[src/rtl/branch_pc_sequencer_pkg.sv]
// Shared constants, state encoding and helpers for the PC sequencer.
package branch_pc_sequencer_pkg;

    localparam int unsigned XLEN    = 32;
    localparam int unsigned REG_W   = 5;
    localparam int unsigned REG_RA  = 31;

    localparam logic [XLEN-1:0] ID_BEQ  = 32'd15;
    localparam logic [XLEN-1:0] ID_BNE  = 32'd16;
    localparam logic [XLEN-1:0] ID_BGT  = 32'd17;
    localparam logic [XLEN-1:0] ID_BGTE = 32'd18;
    localparam logic [XLEN-1:0] ID_BLT  = 32'd19;
    localparam logic [XLEN-1:0] ID_BLEQ = 32'd20;
    localparam logic [XLEN-1:0] ID_J    = 32'd21;
    localparam logic [XLEN-1:0] ID_JR   = 32'd22;
    localparam logic [XLEN-1:0] ID_JAL  = 32'd23;
    localparam logic [XLEN-1:0] ID_HALT = 32'd31;

    typedef enum logic [2:0] {
        S_IDLE,
        S_FETCH,
        S_DECODE,
        S_EXEC,
        S_UPDATE,
        S_HALT
    } seq_state_t;

    // Control-transfer IDs resolve in a single EXEC cycle.
    function automatic logic is_ctrl_id(input logic [XLEN-1:0] id);
        return (id >= ID_BEQ) && (id <= ID_JAL);
    endfunction

endpackage

[src/rtl/branch_pc_sequencer_resolve.sv]
// Combinational branch/jump resolution: next PC, taken flag and link request.
module branch_pc_sequencer_resolve
    import branch_pc_sequencer_pkg::*;
(
    input  logic [XLEN-1:0] id,
    input  logic [XLEN-1:0] pc,
    input  logic [XLEN-1:0] a,
    input  logic [XLEN-1:0] b,
    input  logic [XLEN-1:0] const_val,
    input  logic            signed_cmp,
    output logic [XLEN-1:0] next_pc,
    output logic            taken,
    output logic            is_link
);

    logic [XLEN-1:0] seq_pc;
    logic [XLEN-1:0] rel_pc;
    logic            eq;
    logic            gt;

    // Compare operands and pick the target; non-control IDs fall through to pc+4.
    always_comb begin
        seq_pc  = pc + 32'd4;
        rel_pc  = seq_pc + const_val;
        eq      = (a == b);
        gt      = signed_cmp ? ($signed(a) > $signed(b)) : (a > b);
        next_pc = seq_pc;
        taken   = 1'b0;
        is_link = 1'b0;
        case (id)
            ID_BEQ:  taken = eq;
            ID_BNE:  taken = !eq;
            ID_BGT:  taken = gt;
            ID_BGTE: taken = gt || eq;
            ID_BLT:  taken = !(gt || eq);
            ID_BLEQ: taken = !gt;
            ID_J: begin
                taken   = 1'b1;
                next_pc = const_val;
            end
            ID_JR: begin
                taken   = 1'b1;
                next_pc = a;
            end
            ID_JAL: begin
                taken   = 1'b1;
                is_link = 1'b1;
                next_pc = const_val;
            end
            default: ;
        endcase
        if ((id >= ID_BEQ) && (id <= ID_BLEQ) && taken) begin
            next_pc = rel_pc;
        end
    end

endmodule

[src/rtl/branch_pc_sequencer.sv]
// Multi-cycle PC sequencer: FETCH/DECODE/EXEC/UPDATE with branch resolution and jal link write.
module branch_pc_sequencer
    import branch_pc_sequencer_pkg::*;
#(
    parameter logic [XLEN-1:0] RESET_PC   = 32'h0000_0000,
    parameter int unsigned     HALT_ID    = 31,
    parameter int unsigned     LINK_REG   = REG_RA,
    parameter bit              SIGNED_CMP = 1'b1
) (
    input  logic             clk,
    input  logic             rst,
    input  logic             start,
    output logic             imem_req,
    output logic [XLEN-1:0]  imem_addr,
    input  logic             imem_ready,
    input  logic             instr_valid,
    input  logic [XLEN-1:0]  instr_ID,
    input  logic [XLEN-1:0]  a,
    input  logic [XLEN-1:0]  b,
    input  logic [XLEN-1:0]  const_val,
    input  logic             exec_done,
    output logic [XLEN-1:0]  pc,
    output logic             branch_taken,
    output logic             flush,
    output logic             link_we,
    output logic [REG_W-1:0] link_addr,
    output logic [XLEN-1:0]  link_data,
    output logic             halted
);

    seq_state_t       state, state_n;
    logic [XLEN-1:0]  pc_n;
    logic [XLEN-1:0]  id_q, id_n, a_q, a_n, b_q, b_n, c_q, c_n;
    logic [XLEN-1:0]  npc_q, npc_n;
    logic             tk_q, tk_n, lk_q, lk_n;
    logic [XLEN-1:0]  res_npc;
    logic             res_tk, res_lk;
    logic             imem_req_n, bt_n, link_we_n, halted_n;
    logic [XLEN-1:0]  imem_addr_n, link_data_n;
    logic [REG_W-1:0] link_addr_n;

    branch_pc_sequencer_resolve u_resolve (
        .id         (id_q),
        .pc         (pc),
        .a          (a_q),
        .b          (b_q),
        .const_val  (c_q),
        .signed_cmp (SIGNED_CMP),
        .next_pc    (res_npc),
        .taken      (res_tk),
        .is_link    (res_lk)
    );

    // Next-state, datapath capture and next values of the registered outputs.
    always_comb begin
        state_n = state;
        pc_n    = pc;
        id_n    = id_q;
        a_n     = a_q;
        b_n     = b_q;
        c_n     = c_q;
        npc_n   = npc_q;
        tk_n    = tk_q;
        lk_n    = lk_q;
        case (state)
            S_IDLE, S_HALT: begin
                if (start) begin
                    pc_n    = RESET_PC;
                    state_n = S_FETCH;
                end
            end
            S_FETCH: begin
                if (imem_ready) state_n = S_DECODE;
            end
            S_DECODE: begin
                if (instr_valid) begin
                    id_n    = instr_ID;
                    a_n     = a;
                    b_n     = b;
                    c_n     = const_val;
                    state_n = (instr_ID == 32'(HALT_ID)) ? S_HALT : S_EXEC;
                end
            end
            S_EXEC: begin
                if (is_ctrl_id(id_q) || exec_done) begin
                    npc_n   = res_npc;
                    tk_n    = res_tk;
                    lk_n    = res_lk;
                    state_n = S_UPDATE;
                end
            end
            S_UPDATE: begin
                pc_n    = npc_q;
                state_n = S_FETCH;
            end
            default: state_n = S_IDLE;
        endcase

        imem_req_n  = (state_n == S_FETCH);
        imem_addr_n = imem_req_n ? pc_n : '0;
        bt_n        = (state_n == S_UPDATE) && tk_n;
        link_we_n   = (state_n == S_UPDATE) && lk_n;
        link_addr_n = link_we_n ? REG_W'(LINK_REG) : '0;
        link_data_n = link_we_n ? (pc + 32'd4) : '0;
        halted_n    = (state_n == S_HALT);
    end

    // State, datapath and output registers.
    always_ff @(posedge clk or posedge rst) begin
        if (rst) begin
            state        <= S_IDLE;
            pc           <= RESET_PC;
            id_q         <= '0;
            a_q          <= '0;
            b_q          <= '0;
            c_q          <= '0;
            npc_q        <= '0;
            tk_q         <= 1'b0;
            lk_q         <= 1'b0;
            imem_req     <= 1'b0;
            imem_addr    <= '0;
            branch_taken <= 1'b0;
            link_we      <= 1'b0;
            link_addr    <= '0;
            link_data    <= '0;
            halted       <= 1'b0;
        end else begin
            state        <= state_n;
            pc           <= pc_n;
            id_q         <= id_n;
            a_q          <= a_n;
            b_q          <= b_n;
            c_q          <= c_n;
            npc_q        <= npc_n;
            tk_q         <= tk_n;
            lk_q         <= lk_n;
            imem_req     <= imem_req_n;
            imem_addr    <= imem_addr_n;
            branch_taken <= bt_n;
            link_we      <= link_we_n;
            link_addr    <= link_addr_n;
            link_data    <= link_data_n;
            halted       <= halted_n;
        end
    end

    // Flush accompanies every taken transfer.
    assign flush = branch_taken;

endmodule

[config.mk]
export PLATFORM = sky130hd
export DESIGN_NAME = branch_pc_sequencer
export DESIGN_NICKNAME = d
export VERILOG_FILES = /design/src/rtl/branch_pc_sequencer_pkg.sv /design/src/rtl/branch_pc_sequencer_resolve.sv /design/src/rtl/branch_pc_sequencer.sv
export SDC_FILE = /design/constraint.sdc
export NUM_CORES = 1
export LEC_CHECK = 0
export ABC_CLOCK_PERIOD_IN_PS = 8700
export CORE_ASPECT_RATIO = 1.25
export CORE_MARGIN = 3
export CORE_UTILIZATION = 48
export DETAILED_ROUTE_END_ITERATION = 10
export PLACE_DENSITY_LB_ADDON = 0.1
export SLEW_MARGIN = 30
export SYNTH_ARGS = -nofsm -noshare
export SYNTH_HDL_FRONTEND = slang
export SYNTH_SLANG_ARGS = --single-unit
[constraint.sdc]
create_clock -name clk -period 8.7 [get_ports clk]
set_clock_uncertainty 0.2 [all_clocks]
set_input_delay 0.87 -clock clk [delete_from_list [all_inputs] [get_ports clk]]
set_output_delay 0.87 -clock clk [all_outputs]
set_load 0.02 [all_outputs]
After elaboration in Yosys (flattened, before gate mapping):

Cells that the tools add are included.

* add/sub/neg operators: 2
* multiply operators: 0
* div/mod/pow operators: 0
* magnitude comparators: 4
* eq/ne operators: 19
* shifts and indexed selects: 0
* mux-type cells: 19
* bitwise logic cells: 0
* reduce and logical (&&, ||, !) cells: 16

Operators with widths (count)
* 32-bit by 5-bit == test with 1-bit output, second input constant: 9
* 32-bit 2-to-1 mux: 4
* 32-bit case mux with 2 select lines: 2
* 32-bit by 5-bit less-or-equal comparator with 1-bit output, second input constant: 2
* 32-bit by 3-bit adder with 32-bit output, second input constant: 1
* 32-bit adder: 1
* 32-bit == test: 1
* 32-bit by 4-bit == test with 1-bit output, second input constant: 1
* 32-bit by 4-bit >= comparator with 1-bit output, second input constant: 1
* 32-bit > comparator: 1
* 3-bit 2-to-1 mux: 5
* 3-bit case mux with 5 select lines: 1
* 3-bit == test, second input constant: 4
* 1-bit case mux with 7 select lines: 1
* 3-bit by 1-bit == test with 1-bit output, second input constant: 2
* 3-bit by 2-bit == test with 1-bit output, second input constant: 2
* 1-bit logical AND: 5
* 1-bit 2-to-1 mux: 5
* 5-bit 2-to-1 mux: 1
* 2-bit AND reduction: 2
* 2-bit OR reduction: 2
* 1-bit zero test: 3
* 3-bit zero test: 1
* 3-bit OR reduction: 1
* 1-bit logical OR: 2

* bits in registers: 270
* bits in latches: 0
* memory bits (writable): 0
* ROM bits: 0
* bits of input ports: 134
* output and inout port bits: 106
* word-level logic and storage cells: 76
* memories kept: 0

Depth between registers and ports, before layout:

Gate-level depths: netlist of the first run.

* depth in word-level cells: 8
* gate-level depth with buffers: 19
* gate-level depth less buffers: 19

Cells and area by module:

A second synthesis of the first run with hierarchy kept.

* cells, all modules: 1268
* area total of the unflattened synthesis: 14272.4 um^2

Modules (own cells, without submodules)
* branch_pc_sequencer: times used 1, cells an instance 697, area an instance 10227.3 um^2, seq. area each 6581.3 um^2
* branch_pc_sequencer_resolve: times used 1, cells an instance 571, area an instance 4045.1 um^2, seq. area each 0.0 um^2

Worst setup path after synthesis of the first run:

No wires, ideal clock.

* path type: reg2reg
* from: register pc[2]
* to: register npc_q[30]
* setup time: 123 ps
* arrival time: 4123 ps
* data required time: 8377 ps
* setup slack: 4254 ps
* cell stages (with the launch flop): 18
* path buffers: 0
* clock period less this slack: 4446 ps
* path through: dfrtp_1 > ha_1 > nand2_1 > nor3_1 > nand2_1 > xor2_1 > inv_1 > ha_1 > a21oi_1 > a21boi_2 > a311o_1 > and2_4 > o32ai_4 > a211oi_1 > o41a_1 > or3_1 > a31oi_1 > o21ai_1

* longest elaborated chain between the ends: 3
* elaborated cells on any way between the ends: 4
* classes of those cells: 2 x add/sub; 2 x mux

RTL lines
* start: declaration: line branch_pc_sequencer.sv:22 `output logic [XLEN-1:0] pc,`
* start signal: assignment: line branch_pc_sequencer.sv:129 `pc <= pc_n;`
* 32-bit by 3-bit adder with 32-bit output *: line branch_pc_sequencer_resolve.sv:23 `seq_pc = pc + 32'd4;`
* 32-bit adder / 32-bit case mux with 2 select lines (equally long branches): line branch_pc_sequencer_resolve.sv:24, branch_pc_sequencer_resolve.sv:30
* 32-bit 2-to-1 mux *: line branch_pc_sequencer_resolve.sv:52 `if ((id >= ID_BEQ) && (id <= ID_BLEQ) && taken) begin`
* end signal: assignment: line branch_pc_sequencer.sv:134 `npc_q <= npc_n;`
* end: declaration: line branch_pc_sequencer.sv:34 `logic [XLEN-1:0] npc_q, npc_n;`

Mark *: on every way between the ends. The rest lies on a longest branch, timed or not.
A chain may end at the register's enable or synchronous reset.

Worst setup path in the final report of the first run:

* from: register pc[4]
* to: register npc_q[30]

The elaborated chain is that of the path after synthesis.

==> impl_metrics.ini, run 1 <==
[run_status]
status = complete, no violations

[die]
die-area_um2 = 29900
core-area_um2 = 27200
die_width_um = 155
die_y_um = 193
num_rows = 67
initial_core_util = 0.493
num_io_pins = 240

[timing]
fmax_ghz = 0.200
fin_crit_ps = 4990
tightest_slew_ps = 956
setup-tns-final_ps = 0
finalSetupViolCount = 0
relSlewSlack = 0.357
final.period_utilization = 0.574
maxSlewViolCount = 0
rsz0062_at_grt = false
hold_viol_final = 0
setup_ws_ps = 3710

[critical_path]
r2r_end = npc_q[30]
path_cells = nand3_1, nor3_1, nand3_1, xor2_1, inv_1, ha_1, and3_2, a311o_1, and2_4, o32ai_4, a211oi_1, o41a_1, or3_1, a31oi_1, o21ai_1
worstSetupEndpointType = register
crit_top_cell = nand3_1
max_stage_delay_ps = 590
reg2reg_from = pc[4]
crit_fanout = 7
critical_path_class = register to register
ff2ff_path_depth = 15
worstSetupPathDepth = 15
worst_setup_path_start_kind = register
crit_buf_inv = 1
cp_slowest_cell = nor3_1
critical_path.startpoint = pc[4]
critical-path-top-delay-family = simple AND/OR/NAND/NOR gates
cp.arrival_ps = 5200
required_ps = 8910
crit_path_end = npc_q[30]
reg2reg_slack_ps = 3710

[yosys]
seq_area_frac_synth = 0.492
syn_nets = 1476
yosys.area.top_type = dfrtp_1
ys_ff_latch = 263
yosysWarnings = 0
yosysTopAreaCellShare = 0.492
synth.avg_cell_area_um2 = 10.5
synth_edf_count = 0
synthArstFlopShare = 1.00
mappedNetlistArea_um2 = 13400
ys_types = 77
synth-main-ff-cell = dfrtp_1
synth_cells = 1277
synth_area_leaders = dfrtp_1 (49%), mux2_2 (8.0%), ha_1 (6.0%)

[drt]
wl_per_cell_um = 19.0
wl_um = 35400
drc = 0
num_vias = 10300
drtAntennaViolNets = 0
routed_via_density = 5.53
first_pass_iters = 5
first_iter_violations = 663

[final_layout]
finalInstanceArea_um2 = 17000
layout_common_cells = dfrtp_1 (263), clkdlybuf4s50_1 (239), nand2_1 (111), mux2_2 (95), o21ai_0 (85)
utilization = 0.627
final_common_cell = dfrtp_1
area_growth_pct = 27.3
antenna_cells = 0
drive_above_1_share = 0.114
nNetsFinal = 1694
nFillCells = 2293

[clocking]
clockBufferDepth = 3
clk_latency_ps = 540
cts_max_level = 1
cts_resized = 0
cts_root_buffer = clkbuf_16
hold_buffers = 0
clock-sinks = 263
clk_pin_slew_ps = 70
post_cts_buffers = 0
tritoncts = built
cts_buffers = 27

[placement]
dp.final_hpwl_um = 26400
place_area_um2 = 16000
place_ws_ps = 3770
gp_congestion = 0.898
io_buffers = 239

[global_route]
global_route.overflow_total = 0
grt_max_degree = 137
antenna_found_initial = 2
grt_usage = 0.232
grt_pass1_wl_um = 55800
grt_pass1_vias = 10100

[power_and_ir_drop]
ir_worst_vdd_mv = 0.190
p_leak_nw = 7.51
power_mw = 4.86
p_per_area_nw_per_um2 = 285

[flow_run]
maxCapViolCount = 0

[worst_hold_path]
min_path_type = register to register
[worst register-to-register path, stage by stage, from the launching register on]
cell	delay, ps
dfrtp_1	460
nand3_1	200
nor3_1	590
nand3_1	290
xor2_1	350
inv_1	120
ha_1	340
and3_2	260
a311o_1	370
and2_4	180
o32ai_4	370
a211oi_1	130
o41a_1	460
or3_1	310
a31oi_1	170
o21ai_1	70
[state kept, by name (all words and copies together) (netlist names), 3 cells and up]
signal	cells
a_q	32
b_q	32
c_q	32
id_q	32
imem_addr	32
link_data	32
npc_q	32
pc	32
state	3
[per-layer routing]
metal | part of all wire | track usage
met1 | 0.46 | 0.337
met2 | 0.45 | 0.370
met3 | 0.062 | 0.0395
met4 | 0.019 | 0.0492
met5 | 0.00076 | 0
[kinds of logic (layout without fill, tap and decap cells)]
family,after synthesis,count (layout),synth area share
AO/OA/AOI/OAI,319,319,0.161
adder cells (fa/ha/maj),66,66,0.0621
flip-flops,263,263,0.492
AND/OR/NAND/NOR,340,340,0.124
multiplexers,106,106,0.0882
XOR/XNOR,48,48,0.0314
buffers and inverters,135,374,0.0416
[cell type report]
| type | count | area (um2) | area share |
|---|---|---|---|
| flip-flops and latches | 263 | 6580 | 0.386 |
| multi-input cells | 879 | 6270 | 0.368 |
| repair buffers | 251 | 2510 | 0.147 |
| clock buffers | 34 | 722 | 0.0424 |
| well taps | 345 | 432 | 0.0253 |
| inverters | 73 | 282 | 0.0165 |
| clock inverters | 16 | 245 | 0.0144 |
[worst min-delay path by stage]
stage	start	end	slack, ps	depth (start not counted)
after CTS	npc_q[1]	npc_q[1]	280	1
after detailed placement	npc_q[1]	npc_q[1]	270	1
after global placement	npc_q[1]	npc_q[1]	260	1
after floorplan	npc_q[24]	npc_q[24]	250	2
final	npc_q[18]	npc_q[18]	280	2
after global routing	npc_q[1]	npc_q[1]	300	1
[metrics by stage]
stage / hold slack [ps] / std cells
floorplan: 246 / 1277
CTS: 285 / 1860
global placement: 260 / 1810
finish: 283 / 1861
global route: 304 / 1861
detailed placement: 271 / 1810
[power by group]
group	leakage, nW	internal [mW]	switching [mW]
combinational	3.63	0.803	0.890
sequential	3.40	1.58	0.317
clock	0.479	0.769	0.498
[cell usage after synthesis, types with 7 or more instances]
master / number
dfrtp_1: 263
nand2_1: 111
mux2_2: 95
o21ai_0: 85
nor2_1: 74
inv_1: 73
ha_1: 64
nor2b_1: 43
clkbuf_1: 39
a21oi_1: 38
a22o_1: 36
xnor2_1: 30
a22oi_1: 24
nand3_1: 23
o21ai_1: 22
nand4_1: 19
xor2_1: 18
a21o_1: 17
a211oi_1: 14
nor4_1: 14
and3_1: 12
o21a_1: 12
mux2i_1: 11
a31oi_1: 9
buf_1: 8
buf_4: 8
nand2b_1: 8
nor3_1: 8
a221oi_1: 7
o31ai_1: 7
Power figures use the tool's default switching activity.
==> run 2, diff against run 1 <==
Settings changed: ABC_CLOCK_PERIOD_IN_PS 8700 to 4800, CORE_UTILIZATION 48 to 53.
Clock period 8.7 ns to 4.8 ns, I/O delays scaled along.
==> impl_metrics.ini, run 2 (synthesized netlist as in run 1, its figures left out) <==
[run_status]
status = complete, no violations

[critical_path]
worstSetupEndpointType = register
ff2ff_path_depth = 16
path_cells = nand3_1, nor3_1, buf_4, nand3_1, xor2_1, inv_1, ha_1, and3_2, a311o_1, and2_4, o32ai_4, a211oi_1, o41a_1, or3_1, a31oi_1, o21ai_1
crit_buf_inv = 2
reg2reg_from = pc[4]
worst_setup_path_start_kind = register
required_ps = 5040
cp.arrival_ps = 4720
reg2reg_slack_ps = 320
critical-path-top-delay-family = compound AO/OA/AOI/OAI gates
cp_slowest_cell = dfrtp_1
crit_top_cell = nand3_1
r2r_end = npc_q[30]
crit_fanout = 7
critical_path_class = register to register
max_stage_delay_ps = 460

[worst_hold_path]
worstHoldStart = b[21]
holdPathEnd = b_q[21]
worstHoldPathCells = 3
min_path_type = input port to register

[power_and_ir_drop]
p_per_area_nw_per_um2 = 503
ir_worst_vdd_mv = 0.392
p_leak_nw = 7.51

[final_layout]
finalInstanceArea_um2 = 17100
drive_above_1_share = 0.124
nNetsFinal = 1709
nFillCells = 1970
final_common_cell = dfrtp_1
area_growth_pct = 27.5
layout_common_cells = dfrtp_1 (262), clkdlybuf4s50_1 (239), nand2_1 (110), mux2_2 (95), o21ai_0 (85)

[clocking]
clock-sinks = 263
cts_max_level = 1
tritoncts = built
clk_latency_ps = 560
cts_root_buffer = clkbuf_16
hold_buffers = 0
clockBufferDepth = 3
clk_pin_slew_ps = 70
cts_buffers = 26
post_cts_buffers = 0
cts_resized = 0

[global_route]
global_route.overflow_total = 0
grt_max_degree = 162
antenna_found_initial = 1
grt_pass1_vias = 10300
grt_usage = 0.254
grt_pass1_wl_um = 55700

[placement]
place_area_um2 = 16200
io_buffers = 239
place_ws_ps = 304
gp_congestion = 0.909
dp.final_hpwl_um = 25700

[drt]
drc = 0
num_vias = 10500
first_iter_violations = 642
wl_per_cell_um = 18.8
wl_met1_um = 15700
route.met3.wl_um = 2590
wl_met2_um = 15900
first_pass_iters = 5
wl_um = 35000
highest_layer = met5
routed_via_density = 5.64
drtAntennaViolNets = 0

[die]
num_io_pins = 240
die-area_um2 = 27200
initial_core_util = 0.542
num_rows = 64
die_y_um = 184
core-area_um2 = 24700
die_width_um = 148

[timing]
fmax_ghz = 0.223
hold_viol_final = 0
maxSlewViolCount = 0
setup-tns-final_ps = 0
tightest_slew_ps = 860
fin_crit_ps = 4480
rsz0062_at_grt = false
final.period_utilization = 0.934
relSlewSlack = 0.426
setup_ws_ps = 317
finalSetupViolCount = 0

[flow_run]
maxCapViolCount = 0
==> run 2: cell types whose count changed in the layout (fill, tap and decap cells not counted), moves of 2 or more <==
| cell | change |
|---|---|
| buf_12 | +2 |
| buf_4 | +14 |
| bufinv_16 | -5 |
| clkinv_2 | -2 |
| clkinvlp_4 | +5 |
==> run 2: final cells by class <==
class                   count  area [um2]  area share
clock inverters            14         126     0.00741
multi-input cells         879        6270       0.368
diodes                      1        2.50    0.000147
flip-flops and latches    263        6580       0.386
repair buffers            267        2650       0.156
clock buffers              34         732      0.0429
well taps                 330         413      0.0242
inverters                  73         278      0.0163
==> run 2: worst min-delay path: cells and delay by family <==
family                 cells  cell delay, ps
AND/OR/NAND/NOR            1              50
AO/OA/AOI/OAI              1              60
buffers and inverters      1             390
==> run 2: stage by stage <==
stage | instances | power (mW) | utilization | hold slack (ps)
global route | 1860 | 9.18 | 0.691 | 299
global placement | 1812 | 6.42 | 0.657 | 264
finish | 1861 | 8.57 | 0.692 | 276
CTS | 1860 | 8.62 | 0.691 | 262
detailed placement | 1812 | 6.53 | 0.657 | 267
floorplan | 1277 | 5.57 | - | 246
==> run 2: power breakdown <==
group	internal, mW	switching (mW)
Clock	1.14	0.905
Sequential	2.87	0.570
Combinational	1.47	1.62
Total	5.48	3.09
==> run 2: layer usage <==
| metal | track usage | up-vias |
|---|---|---|
| met2 | 0.403 | 352 |
| met1 | 0.365 | 5071 |
| met4 | 0.0588 | 2 |
| met5 | 0 | - |
| li1 | - | 5025 |
| met3 | 0.0510 | 51 |
==> run 2: worst max path at each step <==
stage	from	to	slack, ps	depth (start not counted)
2_1_floorplan	pc[2]	npc_q[30]	350	17
3_3_place_gp	pc[4]	npc_q[30]	400	16
3_5_place_dp	pc[2]	npc_q[30]	300	18
4_1_cts	pc[2]	npc_q[30]	280	18
5_1_grt	pc[4]	npc_q[30]	10	16
6_report	pc[4]	npc_q[30]	320	16
